--- src/rtl/fetch_unit.sv ---
`default_nettype none
// ============================================================================
// Module      : fetch_unit
// Description : Instruction-fetch (IF) stage. Generates the fetch PC, issues
//               requests to instruction memory, and buffers returned words
//               with their PCs in a small prefetch queue that feeds the IF/ID
//               pipeline register. Honours the hazard stall, applies
//               branch/jump redirects, and squashes wrong-path fetches.
//
// Ports       : clk          - clock, rising edge
//               rst          - asynchronous reset, active low
//               imem_req     - fetch request valid
//               imem_addr    - fetch address (word aligned)
//               imem_gnt     - request accepted (req & gnt = issue)
//               imem_rvalid  - read data valid, responses in issue order
//               imem_rdata   - returned instruction word
//               stall        - IF/ID hold; head entry is not consumed
//               redirect     - control transfer; flush and refetch
//               redirect_pc  - new fetch address (bits [1:0] ignored)
//               halt         - stop issuing new fetches
//               PC_out       - PC of presented instruction
//               inst_out     - presented instruction or NOP_INST bubble
//               inst_valid   - inst_out is a real fetched word
//               perf_*_cnt   - optional saturating event counters
//
// Options     : FETCH_PERF_CNT_EN - when defined, adds perf_stall_cnt,
//               perf_flush_cnt and perf_drop_cnt outputs.
//
// Revision    : 1.0 - initial release
// ============================================================================
module fetch_unit #(
    parameter logic [31:0] RESET_PC   = 32'h0000_0000,
    parameter int          FIFO_DEPTH = 4,
    parameter logic [31:0] NOP_INST   = 32'h0000_0013
) (
    input  logic        clk,
    input  logic        rst,
    output logic        imem_req,
    output logic [31:0] imem_addr,
    input  logic        imem_gnt,
    input  logic        imem_rvalid,
    input  logic [31:0] imem_rdata,
    input  logic        stall,
    input  logic        redirect,
    input  logic [31:0] redirect_pc,
    input  logic        halt,
    output logic [31:0] PC_out,
    output logic [31:0] inst_out,
    output logic        inst_valid
`ifdef FETCH_PERF_CNT_EN
    ,
    output logic [31:0] perf_stall_cnt,
    output logic [31:0] perf_flush_cnt,
    output logic [31:0] perf_drop_cnt
`endif
);

    localparam int PW = $clog2(FIFO_DEPTH);
    localparam int CW = PW + 1;

    localparam logic [0:0] ST_RUN  = 1'b0;
    localparam logic [0:0] ST_HALT = 1'b1;

    // ------------------------------------------------------------------
    // State
    // ------------------------------------------------------------------
    logic [0:0]    state_q,       state_d;
    logic [31:0]   fetch_pc_q,    fetch_pc_d;
    logic [PW-1:0] q_rd_ptr_q,    q_rd_ptr_d;
    logic [PW-1:0] q_wr_ptr_q,    q_wr_ptr_d;
    logic [CW-1:0] q_count_q,     q_count_d;
    logic [PW-1:0] t_rd_ptr_q,    t_rd_ptr_d;
    logic [PW-1:0] t_wr_ptr_q,    t_wr_ptr_d;
    logic [CW-1:0] outstanding_q, outstanding_d;
    logic [CW-1:0] drop_q,        drop_d;

    // Prefetch queue payload and in-order tag FIFO of issued addresses
    logic [31:0] q_pc_q   [FIFO_DEPTH];
    logic [31:0] q_inst_q [FIFO_DEPTH];
    logic [31:0] tag_q    [FIFO_DEPTH];

    // ------------------------------------------------------------------
    // Handshake decode
    // ------------------------------------------------------------------
    logic [CW:0] w_occupancy;
    logic        w_credit_ok;
    logic        w_issue;
    logic        w_empty;
    logic        w_push;
    logic        w_pop;
    logic        w_drop_rsp;

    // Queued words plus in-flight requests must never exceed the queue
    // depth, so every response is guaranteed a slot.
    assign w_occupancy = {1'b0, q_count_q} + {1'b0, outstanding_q};
    assign w_credit_ok = (w_occupancy < (CW+1)'(FIFO_DEPTH));

    // rst gates the request so the bus sees no request during reset.
    assign imem_req   = rst && (state_q == ST_RUN) && !redirect && w_credit_ok;
    assign imem_addr  = fetch_pc_q;
    assign w_issue    = imem_req && imem_gnt;

    assign w_empty    = (q_count_q == '0);
    assign w_drop_rsp = imem_rvalid && (drop_q != '0);
    // A response landing in a redirect cycle belongs to the old path.
    assign w_push     = imem_rvalid && (drop_q == '0) && !redirect;
    assign w_pop      = !w_empty && !stall && !redirect;

    // ------------------------------------------------------------------
    // Next-state logic
    // ------------------------------------------------------------------
    always_comb begin
        state_d       = state_q;
        fetch_pc_d    = fetch_pc_q;
        q_rd_ptr_d    = q_rd_ptr_q;
        q_wr_ptr_d    = q_wr_ptr_q;
        q_count_d     = q_count_q;
        t_rd_ptr_d    = t_rd_ptr_q;
        t_wr_ptr_d    = t_wr_ptr_q;
        outstanding_d = outstanding_q;
        drop_d        = drop_q;

        if (redirect) begin
            state_d    = ST_RUN;
            fetch_pc_d = redirect_pc & 32'hFFFF_FFFC;
            q_rd_ptr_d = '0;
            q_wr_ptr_d = '0;
            q_count_d  = '0;
            t_rd_ptr_d = '0;
            t_wr_ptr_d = '0;
            // Everything still in flight is now stale; any response this
            // cycle retires one of them. Stale words accumulate across
            // back-to-back redirects because outstanding already counts
            // earlier to-be-dropped requests.
            drop_d        = outstanding_q - {{(CW-1){1'b0}}, imem_rvalid};
            outstanding_d = drop_d;
        end else begin
            if (halt) begin
                state_d = ST_HALT;
            end
            if (w_issue) begin
                fetch_pc_d = fetch_pc_q + 32'd4;
                t_wr_ptr_d = t_wr_ptr_q + 1'b1;
            end
            outstanding_d = outstanding_q
                          + {{(CW-1){1'b0}}, w_issue}
                          - {{(CW-1){1'b0}}, imem_rvalid};
            drop_d = drop_q - {{(CW-1){1'b0}}, w_drop_rsp};
            if (w_push) begin
                q_wr_ptr_d = q_wr_ptr_q + 1'b1;
                t_rd_ptr_d = t_rd_ptr_q + 1'b1;
            end
            if (w_pop) begin
                q_rd_ptr_d = q_rd_ptr_q + 1'b1;
            end
            q_count_d = q_count_q
                      + {{(CW-1){1'b0}}, w_push}
                      - {{(CW-1){1'b0}}, w_pop};
        end
    end

    always_ff @(posedge clk or negedge rst) begin
        if (!rst) begin
            state_q       <= ST_RUN;
            fetch_pc_q    <= RESET_PC;
            q_rd_ptr_q    <= '0;
            q_wr_ptr_q    <= '0;
            q_count_q     <= '0;
            t_rd_ptr_q    <= '0;
            t_wr_ptr_q    <= '0;
            outstanding_q <= '0;
            drop_q        <= '0;
        end else begin
            state_q       <= state_d;
            fetch_pc_q    <= fetch_pc_d;
            q_rd_ptr_q    <= q_rd_ptr_d;
            q_wr_ptr_q    <= q_wr_ptr_d;
            q_count_q     <= q_count_d;
            t_rd_ptr_q    <= t_rd_ptr_d;
            t_wr_ptr_q    <= t_wr_ptr_d;
            outstanding_q <= outstanding_d;
            drop_q        <= drop_d;
        end
    end

    // Payload storage needs no reset: validity is tracked by the counters.
    always_ff @(posedge clk) begin
        if (w_issue) begin
            tag_q[t_wr_ptr_q] <= fetch_pc_q;
        end
        if (w_push) begin
            q_pc_q[q_wr_ptr_q]   <= tag_q[t_rd_ptr_q];
            q_inst_q[q_wr_ptr_q] <= imem_rdata;
        end
    end

    // ------------------------------------------------------------------
    // Presentation to IF/ID
    // ------------------------------------------------------------------
    assign PC_out     = w_empty ? fetch_pc_q : q_pc_q[q_rd_ptr_q];
    assign inst_valid = !w_empty && !redirect;
    assign inst_out   = inst_valid ? q_inst_q[q_rd_ptr_q] : NOP_INST;

`ifdef FETCH_PERF_CNT_EN
    // ------------------------------------------------------------------
    // Saturating performance counters
    // ------------------------------------------------------------------
    logic [31:0] perf_stall_q, perf_flush_q, perf_drop_q;
    logic        w_stall_evt;
    logic        w_drop_evt;

    assign w_stall_evt = stall && !w_empty;
    assign w_drop_evt  = imem_rvalid && ((drop_q != '0) || redirect);

    always_ff @(posedge clk or negedge rst) begin
        if (!rst) begin
            perf_stall_q <= '0;
            perf_flush_q <= '0;
            perf_drop_q  <= '0;
        end else begin
            if (w_stall_evt && (perf_stall_q != 32'hFFFF_FFFF)) begin
                perf_stall_q <= perf_stall_q + 32'd1;
            end
            if (redirect && (perf_flush_q != 32'hFFFF_FFFF)) begin
                perf_flush_q <= perf_flush_q + 32'd1;
            end
            if (w_drop_evt && (perf_drop_q != 32'hFFFF_FFFF)) begin
                perf_drop_q <= perf_drop_q + 32'd1;
            end
        end
    end

    assign perf_stall_cnt = perf_stall_q;
    assign perf_flush_cnt = perf_flush_q;
    assign perf_drop_cnt  = perf_drop_q;
`endif

endmodule
`default_nettype wire

--- config.mk ---
export PLATFORM = sky130hd
export DESIGN_NAME = fetch_unit
export DESIGN_NICKNAME = d
export VERILOG_FILES = /design/src/rtl/fetch_unit.sv
export SDC_FILE = /design/constraint.sdc
export NUM_CORES = 1
export LEC_CHECK = 0
export ABC_AREA = 1
export CAP_MARGIN = 25
export CORE_MARGIN = 4
export CORE_UTILIZATION = 59
export CTS_BUF_LIST = sky130_fd_sc_hd__clkbuf_4
export DETAILED_ROUTE_END_ITERATION = 8
export PLACE_DENSITY = 0.93
export SLEW_MARGIN = 20
export SYNTH_ARGS = -nofsm -noshare
export SYNTH_HDL_FRONTEND = slang
export SYNTH_SLANG_ARGS = --single-unit
--- constraint.sdc ---
create_clock -name clk -period 5.05 [get_ports clk]
set_input_delay 1.01 -clock clk [delete_from_list [all_inputs] [get_ports clk]]
set_output_delay 1.01 -clock clk [all_outputs]
set_load 0.005 [all_outputs]
# Yosys cells after proc, flatten, opt, wreduce, memory -nomap -nowiden
# Memory sizes are Yosys's and may differ from the RTL's.
# Cells that the tools add are included.
# classes
bitwise,1
magnitude_cmp,1
reduce_logical,20
muxes,21
add_sub_neg,12
# ops
op,count
two-way mux 32 bit,4
adder 32 x 3 -> 32 bit (second input constant),1
two-way mux 2 bit,8
subtractor 3 x 1 -> 3 bit,4
logical AND 1 bit,10
two-way mux 3 bit,3
adder 2 x 1 -> 2 bit (second input constant),4
nonzero test 2 bit,4
adder 3 x 1 -> 3 bit,2
logical NOT 3 bit,2
two-way mux 1 bit,6
adder 3 x 3 -> 4 bit,1
< comparator 4 x 3 -> 1 bit (second input constant),1
logical NOT 1 bit,3
nonzero test 3 bit,1
NOT 1 bit,1
# word_totals
inputBits,71
ram_bits,384
memories,3
out_inout_bits,98
wordCells,67
ff_bits,50
# mem_list
name,words,word_bits,rd,rd_clocked_by_memory_dff,wr,line_no,source
q_inst_q,4,32,1,0,1,79,logic [31:0] q_inst_q [FIFO_DEPTH];
q_pc_q,4,32,1,0,1,78,logic [31:0] q_pc_q [FIFO_DEPTH];
tag_q,4,32,1,0,1,80,logic [31:0] tag_q [FIFO_DEPTH];

# Depth between registers and ports, before layout
# depth
ltp_word,8
mapped_depth,14
mapped_depth_nobuf,13

# Worst setup path after synthesis
# No wires, ideal clock.
# synth_path
path_type,input-to-reg
startpoint,input imem_rvalid
endpoint,memory q_inst_q[0][0] (enable)
arrival_time_ns,4.145
stages,4
setup_slack_ns,0.422
required_ns,4.568
path_buffers,1
cell_sequence,nand4_1 > or2_2 > clkbuf_1 > nor2_1
# synth_via
elab_chain_len,4
# synth_lines
element,line_no,source
start: declaration,41,"input logic imem_rvalid,"
logical AND 1 bit (2 in series),106,assign w_push = imem_rvalid && (drop_q == '0) && !redirect;
two-way mux 1 bit,191,if (w_push) begin
two-way mux 1 bit (not written as such),193,q_inst_q[q_wr_ptr_q] <= imem_rdata;
end: declaration,79,
# Every way passes these cells.

# Final worst setup path
# layout_path
startpoint,register q_rd_ptr_q[0]
endpoint,output PC_out[16]
# layout_via
elab_chain_len,2
# layout_lines
element,line_no,source
start: declaration,69,"logic [PW-1:0] q_rd_ptr_q, q_rd_ptr_d;"
start signal: assignment,176,q_rd_ptr_q <= q_rd_ptr_d;
memory (4 x 32 bit),-,
two-way mux 32 bit,200,assign PC_out = w_empty ? fetch_pc_q : q_pc_q[q_rd_ptr_q];
end: declaration,47,"output logic [31:0] PC_out,"
# Every way passes these cells.

==> impl_results.md <==
- Core area: about 0.029 mm^2
- Most instantiated library cell after synthesis: edfxtp_1
- Busiest grt layer: met2
- Syn Inst Count: approximately 1500
- Synth Cell Area: between 0.015 and 0.02 mm^2
- GRT met3 Usage: ~4.5%
- Post-synthesis mux area share: 0%
- Clk network pwr share: 27.2%
- Die Y: between 150 and 200 um
- RSZ-0062 raised after global routing: no
- Die Wd: about 180 um
- Adder-Cell Fraction of Synth Area: around 1.6%
- Post-synth top cells: edfxtp_1 (368), nor2_1 (308), o21ai_0 (207)
- Synth cell types: 36
- Initial antenna violation count: 1
- First-pass GRT wire length: approximately 67000 um
- XOR/XNOR Fraction of Synth Area: 0.500%
- Residual DRC: 0
- Post-Synth Simple-Gate Area: around 14%
- Met2 Use GR: between 40% and 50%
- Synth Area in Compound Gates: under 10%
- CTS tree: yes
- Type of the most critical hold path: input port to async pin
- Mean Syn Cell Area: 11.3 um^2
- Gpl congestion: roughly 0.84
- Clock Skew: 62.4 ps
- Cell Pwr Density: approximately 460 mW/mm^2
- Status: complete, no violations
- Met1 Track Usage GR: about a third
- Ys async rst share: 11.5%
- Post-synthesis to final-layout area growth: 18.2%
- Grt total ovfl: 0
- P_leak: ~7.5 nW
- Number of synthesis warnings: 0
- Worst setup SP type: flop
- Combinational fraction of design power: approximately 28%
- Setup TNS: 0 ps
- Psw: around 0.0031 W
- Antenna-violating nets left: 0
- Post-CTS Resized: 0
- Seq/Total Area, Yosys: 69.9%
- Drt wl/cell: around 20 um
- Worst Path Required: 4040 ps
- Kind of critical path: flop to primary output
- GRT Total Usage: about a quarter
- Worst slew margin: about a third
- Final hold vios: 0
- CP Data Arrival Time: about 3600 ps
- Hold slack: 400 ps
- Starting DRC count in detailed routing: 1452
- Slew Limit Fails: 0
- RR Endpoint: outstanding_q[2]
- Die area: about 0.033 mm^2
- Peak supply drop: around 0.23 mV
- Layout cells sized above 1: 11.8%
- Max clock buf depth: 3
- Main synth FF type: edfxtp_1
- Post-synth EDFFs: 368
- Largest family of logic cells by synthesized area: simple AND/OR/NAND/NOR gates
- Port-buffer cells: between 150 and 200
- Final WL: between 40000 and 50000 um
- Initial core utilization: 60.4%
- Pre-Repair DR Iteration Count: 5
- CP Max Fanout: 96
- Top-area cell type share of the netlist area: between 60% and 70%
- Clk sinks: around 420
- Crit path capture type: primary output
- Vias in the first global route: 12900
- Seq pwr share: between 40% and 50%
- # H-tree levels: 3
- Clk pin slew, worst setup/hold paths: 70 ps
- Final worst path period share: between 90% and 100%
- Largest net degree at the start of global routing: just under 100
- HPWL Detailed: roughly 27000 um
- Row Count: between 60 and 70
- Clock latency on the worst-skew pair: 740 ps
- Vias/cell: approximately 5.9
- Worst reg-to-reg path cell count: 13
- FF-to-FF Start: q_count_q[1]
- Vias: approximately 13000
- Hold-fix buffers, CTS: 0
- Final Setup Violations: 0
- MaxCap Viol Count: 0
- CTS Buf Count: 98
- Setup bufs post-CTS: 0
- Flop-to-flop setup slack: between 2000 and 2500 ps
- Switching share of power: about a third
- #FFs+latches synth: between 400 and 500
- Clock root buffer: clkbuf_4
- Final Critical Period: ~4600 ps
- I/O Pins: 169
- Nets: 1838
- Area leader, netlist: edfxtp_1
- Worst-margin pin slew: approximately 980 ps
- Max Freq: 216 MHz
- Internal: 0.00649 W
- Largest cells by area after synthesis: edfxtp_1 (63%), dfrtp_1 (6.9%), nor2_1 (6.6%)
==> per-stage QoR <==
stage,area (um^2),instances,worst slack (ps),total power (W),util (%)
6_report,20700,2204,430,0.00961,71.4
5_1_grt,20700,2204,223,0.0101,71.4
2_1_floorplan,17500,1547,422,0.00566,-
3_3_place_gp,19400,2029,784,0.00685,67.0
4_1_cts,20700,2203,387,0.00963,71.3
3_5_place_dp,19500,2030,643,0.00703,67.1
==> area by class of cell <==
| class | count | area, um^2 |
|---|---|---|
| Sequential cell | 416 | 12300 |
| Fill cell | 1879 | 8310 |
| Multi-Input combinational cell | 961 | 4600 |
| Timing Repair Buffer | 184 | 1810 |
| Clock buffer | 142 | 1070 |
| Tap cell | 384 | 480 |
| Inverter | 85 | 323 |
| Clock inverter | 31 | 161 |
| Antenna cell | 1 | 2.50 |
==> power groups by stage <==
stage	combinational, W	clock [W]	sequential [W]
after floorplan	0.00141	0	0.00425
after global placement	0.00252	0	0.00433
after detailed placement	0.00269	0	0.00435
after CTS	0.00270	0.00266	0.00428
after global routing	0.00294	0.00283	0.00430
final	0.00271	0.00261	0.00428
==> worst max-delay path by stage <==
stage,startpoint,cells past startpoint,to,slack (ps)
floorplan,imem_rvalid,4,q_inst_q[0][0],420
global placement,redirect,14,outstanding_q[2],780
detailed placement,redirect,14,outstanding_q[2],640
CTS,q_rd_ptr_q[0],6,PC_out[3],390
global route,q_rd_ptr_q[0],6,PC_out[5],220
finish,q_rd_ptr_q[0],6,PC_out[16],430
==> cell families (layout without fill, tap and decap cells) <==
| logic type | Yosys count | in the layout |
|---|---|---|
| other | 1 | 5 |
| xor gates and xnor gates | 10 | 10 |
| adders and majority gates | 21 | 21 |
| DFF | 416 | 416 |
| and+or+nand+nor | 598 | 598 |
| buffers and inverters | 170 | 442 |
| AOI/OAI and AO/OA | 328 | 328 |
==> flip-flops by register name (all words and copies together), names as in the netlist <==
signal,cells
tag_q,120
imem_addr,30
drop_q,3
q_inst_q,128
q_pc_q,120
q_rd_ptr_q,2
q_count_q,3
outstanding_q,3
t_rd_ptr_q,2
q_wr_ptr_q,2
state_q,1
t_wr_ptr_q,2
==> critical path, cell delays in order (launching register included) <==
cell and delay (ps):
dfrtp_4 670, buf_4 830, o21ai_0 230, o22ai_1 260, nand2_1 90, o21ai_1 200, clkdlybuf4s50_1 570
==> layout by cell type, fill, tap and decap left out, types with 7 or more instances in the layout <==
cell type | synthesis | routed
clkdlybuf4s50_1 | 0 | 161
clkinv_1 | 1 | 23
buf_4 | 10 | 20
o22ai_1 | 57 | 57
nand3_1 | 67 | 67
a21oi_1 | 33 | 33
ha_1 | 19 | 19
nor2_2 | 6 | 10
nor2_1 | 308 | 300
clkbuf_4 | 0 | 142
edfxtp_1 | 368 | 368
o21ai_1 | 24 | 24
inv_1 | 77 | 77
nand2_1 | 196 | 196
nor2_4 | 6 | 10
o21ai_0 | 207 | 207
inv_2 | 5 | 7
dfrtp_1 | 48 | 45
==> per-layer routing <==
layer  vias to the layer above  wire, um  share of wire (%)
met5                         -         0                  0
met3                       134      4340                 10
li1                       5847         -                  -
met2                       853     21300                 49
met4                         0      1630                3.7
met1                      6107     16400                 38
(Power assumes the default switching activity.)
==> RTL change: new RTL, config.mk and constraints unchanged <==
The option `FETCH_PERF_CNT_EN` is turned on by a define.
--- a/src/rtl/fetch_unit.sv
+++ b/src/rtl/fetch_unit.sv
@@ -28,6 +28,8 @@
 //
 // Revision    : 1.0 - initial release
 // ============================================================================
+`define FETCH_PERF_CNT_EN
+
 module fetch_unit #(
     parameter logic [31:0] RESET_PC   = 32'h0000_0000,
     parameter int          FIFO_DEPTH = 4,
Formal check against the unedited RTL (old outputs only; new: perf_drop_cnt, perf_flush_cnt and perf_stall_cnt): equivalent (equiv_simple and equiv_induct, registers matched by name and starting in step).
==> RTL change against the unedited design <==
Worst setup slack better by 150 ps. Wire length is 57% higher. Sequential cell count is 96 higher. Die area is 35% higher. Design area is 38% higher. Fmax is 3.4% higher. Largest cell class unchanged. Critical endpoint is now PC_out[27]. Combinational power is 16% higher. Clock skew is 9.3 ps higher. Sequential share of layout area is 8.0 points lower. Synthesized cell count is 68% higher. Clock power is 38% higher. Area after synthesis is 36% higher. Power is 24% higher.
==> RTL change: results <==
INSERT INTO impl_metrics (metric_group, metric, value, unit) VALUES
('run_status', 'status', 'finished clean', ''),
('clocking', 'tritoncts.num_buffers', '130', ''),
('finish', 'num-multi-input-gates', '1814', ''),
('route', 'first_iter_violations', '2106', ''),
('placement', 'gp_routability_congestion', '0.930', ''),
('finish', 'area_share_clock_buf_inv', '5.84', '%'),
('finish', 'area.share.sequential', '51.2', '%'),
('finish', 'finish.instance_area', '28600', 'um2'),
('clocking', 'worstSkewPairLatency', '830', 'ps'),
('finish', 'design.final.nets', '3006', ''),
('route', 'detail_route.first_pass.iterations', '8', ''),
('worst_setup_path', 'worstPathArrival', '3460', 'ps'),
('worst_setup_path', 'timing.rr.end', 'q_count_q[2]$_DFF_PN0_', ''),
('worst_setup_path', 'flop2flop_setup_slack', '2260', 'ps'),
('yosys', 'synth_xor_xnor_area_share', '1.65', '%'),
('yosys', 'synthArstFlopShare', '28.1', '%'),
('finish', 'insertedDiodeCount', '4', ''),
('finish', 'area_share_nonclk_buffers', '9.99', '%'),
('finish', 'nonClockInverterCount', '168', ''),
('yosys', 'ys_seq_area_share', '61.4', '%'),
('placement', 'place_area', '26900', 'um2'),
('worst_setup_path', 'worst_path_largest_cell_delay', '630', 'ps'),
('finish', 'multi_input_comb_area', '8130', 'um2'),
('clocking', 'htree_num_levels', '4', ''),
('global_routing', 'grt_pass1_wl', '107', 'mm');
-- RTL change: worst max path at each step --
stage	from	to	depth (start not counted)
after global routing	q_rd_ptr_q[0]$_DFFE_PN0P_	PC_out[20]	7
final	q_rd_ptr_q[0]$_DFFE_PN0P_	PC_out[27]	7
after global placement	redirect	inst_out[26]	6
after floorplan	redirect	q_inst_q[0][0]$_DFFE_PP_	5
after CTS	q_rd_ptr_q[0]$_DFFE_PN0P_	PC_out[20]	7
after detailed placement	redirect	inst_out[31]	6
-- RTL change: cells by family (layout without fill, tap and decap cells) --
family,count (synthesis),count (layout)
DFF,512,512
and+or+nand+nor,1395,1395
adders and majority gates,24,24
AOI/OAI and AO/OA,346,346
buffers and inverters,269,680
xor gates and xnor gates,45,45
other,1,8
-- RTL change: power groups by stage --
stage	sequential [mW]	combinational [mW]	clock, mW
6_report	5.14	3.15	3.59
5_1_grt	5.16	3.39	3.87
4_1_cts	5.12	3.10	3.63
3_5_place_dp	5.20	3.03	0
3_3_place_gp	5.17	2.87	0
2_1_floorplan	5.11	1.58	0
-- RTL change: metrics by stage --
step / util, % / instances / hold WS (ps)
after floorplan: - / 2595 / 464
after global placement: 67.4 / 3302 / 489
after detailed placement: 67.4 / 3302 / 519
after CTS: 71.6 / 3529 / 131
after global routing: 71.7 / 3533 / 135
final: 71.7 / 3535 / 165
-- RTL change: worst register-to-register path, stage by stage, from the launching register on --
cell and delay, ps:
dfrtp_1 390, nor2_1 200, nand2_1 80, nor2_1 350
nand2_1 390, ha_1 390, inv_1 60, ha_1 130
inv_1 40, fa_1 370, o21ai_0 170, a21oi_1 60
-- RTL change: per-layer routing --
layer  wire length (um)  global-route usage [%]
met1              24700                    37.9
met3               7700                    9.05
met5                 87                       0
met2              32700                    50.1
met4               3280                    14.3
